[src/rtl/time_unit_cnt_pkg.sv]
// Shared types and constants for the modulo-N time-unit counter and its BCD decoder.
// Optional alarm feature is enabled by defining TIME_UNIT_CNT_ALARM_EN.
package time_cnt_pkg;

  typedef logic [3:0] bcd_t;

  localparam int MAX_MODULUS   = 100;
  localparam int HOUR12_OFFSET = 12;
  localparam int BCD_MAX       = 99;

  // Display path width: wide enough to hold 99 and any CW-bit count.
  function automatic int disp_width(input int cw);
    return (cw > 7) ? cw : 7;
  endfunction

endpackage

[src/rtl/time_unit_cnt_if.sv]
// Control/status bundle of one time_unit_cnt stage.
// Alarm signals exist only when TIME_UNIT_CNT_ALARM_EN is defined.
interface time_unit_cnt_if import time_cnt_pkg::*; #(
  parameter int CW = 5
);

  logic          EN;
  logic          INC;
  logic          DEC;
  logic          LD;
  logic [CW-1:0] LD_VAL;
  logic          MODE24;
  logic [CW-1:0] CNT;
  bcd_t          QH;
  bcd_t          QL;
  logic          PM;
  logic          CO;
`ifdef TIME_UNIT_CNT_ALARM_EN
  logic          AL_WE;
  logic [CW-1:0] AL_VAL;
  logic          ALARM;

  modport master (
    output EN, INC, DEC, LD, LD_VAL, MODE24, AL_WE, AL_VAL,
    input  CNT, QH, QL, PM, CO, ALARM
  );
  modport slave (
    input  EN, INC, DEC, LD, LD_VAL, MODE24, AL_WE, AL_VAL,
    output CNT, QH, QL, PM, CO, ALARM
  );
`else
  modport master (
    output EN, INC, DEC, LD, LD_VAL, MODE24,
    input  CNT, QH, QL, PM, CO
  );
  modport slave (
    input  EN, INC, DEC, LD, LD_VAL, MODE24,
    output CNT, QH, QL, PM, CO
  );
`endif

endinterface

[src/rtl/time_unit_cnt_bin2bcd.sv]
// Combinational binary to two-digit BCD decoder for values 0..99.
// Anything above 99 decodes to 0/0 so no undefined digit ever reaches the display.
module bin2bcd_lut import time_cnt_pkg::*; #(
  parameter int CW = 7
) (
  input  logic [CW-1:0] BIN,
  output bcd_t          QH,
  output bcd_t          QL
);

  localparam int W = disp_width(CW);

  logic [W-1:0] bin_s;

  // Split the value into tens and units, blanking out-of-range codes.
  always_comb begin
    bin_s = W'(BIN);
    if (bin_s <= W'(BCD_MAX)) begin
      QH = bcd_t'(bin_s / W'(10));
      QL = bcd_t'(bin_s % W'(10));
    end else begin
      QH = 4'd0;
      QL = 4'd0;
    end
  end

endmodule

[src/rtl/time_unit_cnt.sv]
// Modulo-MODULUS time-unit counter with load, up/down, carry-out and 12h/24h BCD display.
// Defining TIME_UNIT_CNT_ALARM_EN adds an alarm register and a registered ALARM pulse.
module time_unit_cnt import time_cnt_pkg::*; #(
  parameter int MODULUS   = 24,
  parameter int CW        = 5,
  parameter int HOUR_MODE = 1
) (
  input logic            CLK,
  input logic            RST,
  time_unit_cnt_if.slave bus
);

  localparam int            DW      = disp_width(CW);
  localparam logic [CW-1:0] MAX_CNT = CW'(MODULUS - 1);
  localparam bit            HOUR_EN = (HOUR_MODE != 0);

  logic [CW-1:0] cnt_r;
  logic [CW-1:0] cnt_nxt_s;
  logic          up_s;
  logic          mode12_s;
  logic [DW-1:0] cnt_ext_s;
  logic [DW-1:0] disp_s;

  assign up_s = bus.EN | bus.INC;

  // Next count: load beats counting; simultaneous up and down cancel.
  always_comb begin
    cnt_nxt_s = cnt_r;
    if (bus.LD) begin
      if (bus.LD_VAL <= MAX_CNT) begin
        cnt_nxt_s = bus.LD_VAL;
      end else begin
        cnt_nxt_s = cnt_r;
      end
    end else if (up_s && bus.DEC) begin
      cnt_nxt_s = cnt_r;
    end else if (up_s) begin
      if (cnt_r == MAX_CNT) begin
        cnt_nxt_s = {CW{1'b0}};
      end else begin
        cnt_nxt_s = cnt_r + CW'(1);
      end
    end else if (bus.DEC) begin
      if (cnt_r == {CW{1'b0}}) begin
        cnt_nxt_s = MAX_CNT;
      end else begin
        cnt_nxt_s = cnt_r - CW'(1);
      end
    end else begin
      cnt_nxt_s = cnt_r;
    end
  end

  // Count register.
  always_ff @(posedge CLK) begin
    if (RST) begin
      cnt_r <= {CW{1'b0}};
    end else begin
      cnt_r <= cnt_nxt_s;
    end
  end

  // Displayed value: 12h mode shows 0 as 12 and folds the afternoon back to 1..11.
  always_comb begin
    cnt_ext_s = DW'(cnt_r);
    mode12_s  = HOUR_EN & ~bus.MODE24;
    if (cnt_r > MAX_CNT) begin
      disp_s = {DW{1'b0}};
    end else if (!mode12_s) begin
      disp_s = cnt_ext_s;
    end else if (cnt_ext_s == {DW{1'b0}}) begin
      disp_s = DW'(HOUR12_OFFSET);
    end else if (cnt_ext_s <= DW'(HOUR12_OFFSET)) begin
      disp_s = cnt_ext_s;
    end else begin
      disp_s = cnt_ext_s - DW'(HOUR12_OFFSET);
    end
  end

  bin2bcd_lut #(.CW(DW)) u_bcd (
    .BIN (disp_s),
    .QH  (bus.QH),
    .QL  (bus.QL)
  );

  assign bus.CNT = cnt_r;
  assign bus.PM  = mode12_s & (cnt_ext_s >= DW'(HOUR12_OFFSET));
  // Only the chained carry ripples; manual INC never disturbs the next stage.
  assign bus.CO  = bus.EN & ~bus.LD & ~bus.DEC & ~RST & (cnt_r == MAX_CNT);

`ifdef TIME_UNIT_CNT_ALARM_EN
  logic [CW-1:0] al_r;
  logic          alarm_r;
  logic          al_hit_s;

  // An alarm fires only when the chained EN carry lands on the alarm value.
  always_comb begin
    if (bus.EN && !bus.LD && !bus.DEC) begin
      al_hit_s = (cnt_nxt_s == al_r);
    end else begin
      al_hit_s = 1'b0;
    end
  end

  // Alarm register and one-cycle alarm pulse.
  always_ff @(posedge CLK) begin
    if (RST) begin
      al_r    <= {CW{1'b0}};
      alarm_r <= 1'b0;
    end else begin
      if (bus.AL_WE && (bus.AL_VAL <= MAX_CNT)) begin
        al_r <= bus.AL_VAL;
      end else begin
        al_r <= al_r;
      end
      alarm_r <= al_hit_s;
    end
  end

  assign bus.ALARM = alarm_r;
`endif

endmodule
[src/flat_wrapper.sv]
// flat-port wrapper written by rule: the top's interface ports become plain ports
module time_unit_cnt_flat import time_cnt_pkg::*;
#(
  parameter int MODULUS   = 24,
  parameter int CW        = 5,
  parameter int HOUR_MODE = 1
)
  (CLK, RST, bus_EN, bus_INC, bus_DEC, bus_LD, bus_LD_VAL, bus_MODE24, bus_CNT, bus_QH, bus_QL, bus_PM, bus_CO);
  time_unit_cnt_if #(.CW(CW)) bus_i ();
  input logic CLK;
  input logic RST;
  input wire logic [$bits(bus_i.EN)-1:0] bus_EN;
  input wire logic [$bits(bus_i.INC)-1:0] bus_INC;
  input wire logic [$bits(bus_i.DEC)-1:0] bus_DEC;
  input wire logic [$bits(bus_i.LD)-1:0] bus_LD;
  input wire logic [$bits(bus_i.LD_VAL)-1:0] bus_LD_VAL;
  input wire logic [$bits(bus_i.MODE24)-1:0] bus_MODE24;
  output wire logic [$bits(bus_i.CNT)-1:0] bus_CNT;
  output wire logic [$bits(bus_i.QH)-1:0] bus_QH;
  output wire logic [$bits(bus_i.QL)-1:0] bus_QL;
  output wire logic [$bits(bus_i.PM)-1:0] bus_PM;
  output wire logic [$bits(bus_i.CO)-1:0] bus_CO;
  assign bus_i.EN = bus_EN;
  assign bus_i.INC = bus_INC;
  assign bus_i.DEC = bus_DEC;
  assign bus_i.LD = bus_LD;
  assign bus_i.LD_VAL = bus_LD_VAL;
  assign bus_i.MODE24 = bus_MODE24;
  assign bus_CNT = bus_i.CNT;
  assign bus_QH = bus_i.QH;
  assign bus_QL = bus_i.QL;
  assign bus_PM = bus_i.PM;
  assign bus_CO = bus_i.CO;
  time_unit_cnt #(.MODULUS(MODULUS), .CW(CW), .HOUR_MODE(HOUR_MODE)) u_core (.CLK(CLK), .RST(RST), .bus(bus_i));
endmodule
[config.mk]
export PLATFORM = sky130hd
export DESIGN_NAME = time_unit_cnt_flat
export DESIGN_NICKNAME = d
export VERILOG_FILES = /design/src/rtl/time_unit_cnt_pkg.sv /design/src/rtl/time_unit_cnt_if.sv /design/src/rtl/time_unit_cnt_bin2bcd.sv /design/src/rtl/time_unit_cnt.sv /design/src/flat_wrapper.sv
export SDC_FILE = /design/constraint.sdc
export NUM_CORES = 1
export LEC_CHECK = 0
export CORE_MARGIN = 2
export CORE_UTILIZATION = 40
export DETAILED_ROUTE_END_ITERATION = 10
export PLACE_DENSITY = 0.72
export SETUP_SLACK_MARGIN = 0.15
export SYNTH_ARGS = -nofsm -noshare
export SYNTH_HDL_FRONTEND = slang
export SYNTH_SLANG_ARGS = --single-unit
[constraint.sdc]
create_clock -name CLK -period 3.88 [get_ports CLK]
set_clock_uncertainty 0.15 [all_clocks]
set_input_delay 0.388 -clock CLK [delete_from_list [all_inputs] [get_ports CLK]]
set_output_delay 0.388 -clock CLK [all_outputs]
set_load 0.02 [all_outputs]
==> run_results.csv <==
group,metric,value,unit
clock_network,cts_made_buffers,3,
final_layout,diodes,0,
place,dp.cells,205,
detailed_routing,wire_per_inst,14.2,um
final_layout,layout.cells.non_filler,209,
clock_network,clk-insertion-delay-late,0.24,ns
final_layout,largest_reg_flops,5,
synthesis,synth.cell_area,948,um2
synthesis,ys_ff_latch,5,
timing,finalCriticalPeriod,3.72,ns
synthesis,synth_top_area_frac,0.106,
timing,fmax,0.269,GHz
power_and_ir_drop,power.leakage,0.000579,uW
worst_setup_path,end_kind,"output pin",
run_status,status,"finished clean",
timing,final-setup-viol-count,0,
clock_network,clock_path_buffers,2,
synthesis,yosysSeqAreaShare,0.106,
worst_setup_path,critPathLaunchType,"register",
power_and_ir_drop,power.density,281,nW/um2
final_layout,fill_cells,206,
detailed_routing,vias_per_cell,6.00,
synthesis,synth_area_leaders,"dfxtp_1 (11%), ha_1 (11%), a21oi_1 (5.8%), o21ai_0 (5.3%), nand2_1 (5.1%)",
synthesis,synthAdderAreaFrac,0.106,
die,start_util,0.425,
detailed_routing,drc,0,
synthesis,synthXorXnorAreaFrac,0.0185,
global_route,first_global_vias,1156,
synthesis,synth.area.mux_share,0.0106,
min_path,min_path_type,"reg -> reg",
min_path,hold_start,"u_core.bus.CNT[0]",
synthesis,synthFlopType,"dfxtp_1",
detailed_routing,ant_nets,0,
synthesis,yosys.area.top_type,"dfxtp_1",
final_layout,drive_above_1_share,0.249,
die,fp.dieH,52.7,um
power_and_ir_drop,p_total,395,uW
final_layout,syn_to_final_growth,48.4,%
synthesis,syn_area_per_cell,6.92,um2
worst_setup_path,cp-startpoint,"u_core.bus.CNT[1]",
clock_network,cts_tree,"done",
die,die_area,2780,um2
final_layout,final_common_cell,"buf_4",
synthesis,synth-simple-area-share,0.288,
synthesis,ys_types,49,
timing,rsz0062_at_grt,"yes",
clock_network,cts-root-buf,"clkbuf_4",
synthesis,synth_compound_area_frac,0.394,
detailed_routing,via_count,1253,
final_layout,layout_common_cells,"buf_4 (22), clkdlybuf4s50_1 (21), nand2_1 (13)",
die,core,2230,um2
final_layout,fin_util,0.630,
synthesis,async_flop_share,0,
place,io_buffer_count,25,
worst_setup_path,critPathKind,"reg -> out",
synthesis,synth_warnings,0,
place,dp_hpwl,2.34,mm
place,place_ws,-0.0793,ns
synthesis,syn_inst,137,
timing,maxSlewHeadroom,0.635,
synthesis,synth_edf_count,0,
global_route,grtUsageTotal,0.233,
worst_setup_path,critical_path.max_fanout,6,
detailed_routing,drtPass1Iterations,4,
detailed_routing,drt_iter0_markers,44,
global_route,grt-ovfl-total,0,
timing,worst_pin_slew,0.534,ns
timing,drv_slew,0,
global_route,grt_max_degree,14,
detailed_routing,totalWireLength,2.98,mm
timing,hold_viol_final,0,
job,maxCapViolations,0,
worst_setup_path,r2r-start,"u_core.bus.CNT[0]",
die,num_rows,17,
final_layout,fin_nets,202,
timing,post-route-period-util,0.958,
global_route,antenna_found_initial,0,
global_route,grt_pass1_wl,4.91,mm
worst_setup_path,arrival,3.18,ns
worst_setup_path,required,3.34,ns
synthesis,synth_top_family_by_area,"compound AO/OA/AOI/OAI gates",
power_and_ir_drop,ir_drop,0.250,mV
clock_network,cts_sinks,5,
synthesis,synth_nets,157,
clock_network,cts_htree_levels,1,
timing,post-route-worst-setup-slack,0.163,ns
die,ios,27,
clock_network,cts.clk_slew.worst_paths,0.04,ns
place,place.gp.congestion,0.875,
die,die_w,52.7,um
## metrics by stage
stage          setup TNS (ns)  hold WS (ns)  area [um2]
3_5_place_dp           -0.176         0.481        1360
5_1_grt                     0         0.507        1410
2_1_floorplan               0         0.307         948
4_1_cts                     0         0.490        1390
6_report                    0         0.491        1410
3_3_place_gp          -0.0116         0.470        1360
## layout make-up
type | count | area [um2] | share of cell area
Tap cell | 28 | 35.0 | 0.0249
Clock buffer | 4 | 26.3 | 0.0187
Sequential cell | 5 | 103 | 0.0729
Inverter | 9 | 33.8 | 0.0240
Multi-Input combinational cell | 116 | 802 | 0.570
Timing Repair Buffer | 47 | 408 | 0.290
## per-layer routing
layer  GRT usage  up-vias  wire, um
met4      0.0940        0        42
met1       0.261      580      1240
met2       0.450       55      1570
li1            -      610         -
met5           0        -         0
met3      0.0114        8       125
## cells by family after synthesis
logic type,count (synthesis)
AOI/OAI and AO/OA,53
and+or+nand+nor,51
buffers and inverters,16
adders and majority gates,8
DFF,5
xor gates and xnor gates,2
other,1
muxes,1
## report_power, final
part / internal, uW / total, uW / switching, uW / leakage [uW]
clock network: 38.9 / 59.9 / 21.1 / 0.0000150
logic: 127 / 272 / 144 / 0.000522
registers: 57.4 / 63.8 / 6.31 / 0.0000421
total: 224 / 395 / 172 / 0.000579
## final timing paths
| check | endpoint | slack [ns] | cells after the start |
|---|---|---|---|
| worst max register to register | u_core.bus.CNT[2] | 1.64 | 9 |
| worst min register to register | u_core.bus.CNT[0] | 0.49 | 3 |
| worst max-delay path | bus_QH[0] | 0.16 | 15 |
| worst min-delay path | u_core.bus.CNT[0] | 0.49 | 3 |
## repair_timing
action / 4_1_cts / 5_1_grt
gates resized for setup: 7 / 12
endpoints found under the setup margin: 4 / 5
hold buffers: 0 / 0
gates cloned: 0 / 0
endpoints found under the hold margin: 0 / 0
buffers inserted: 0 / 0
## synthesized netlist by cell type (3+ instances only)
master,n
nand2_1,13
clkbuf_1,3
nor2_1,10
dfxtp_1,5
ha_1,8
nand2b_1,4
nand3_1,7
a211o_1,3
a21oi_1,11
o21ai_0,10
o211ai_1,5
inv_1,7
## critical path, stage by stage, from the launching register on
cell	delay, ns
dfxtp_1	0.32
inv_1	0.10
ha_4	0.20
nand2b_1	0.17
a211o_1	0.32
o21ai_0	0.10
nand3_1	0.09
o21ai_0	0.09
nand2_1	0.08
ha_1	0.21
inv_1	0.10
o221ai_1	0.13
a2111o_1	0.40
buf_4	0.15
a21oi_1	0.15
clkdlybuf4s15_1	0.32
(Power assumes the default switching activity.)
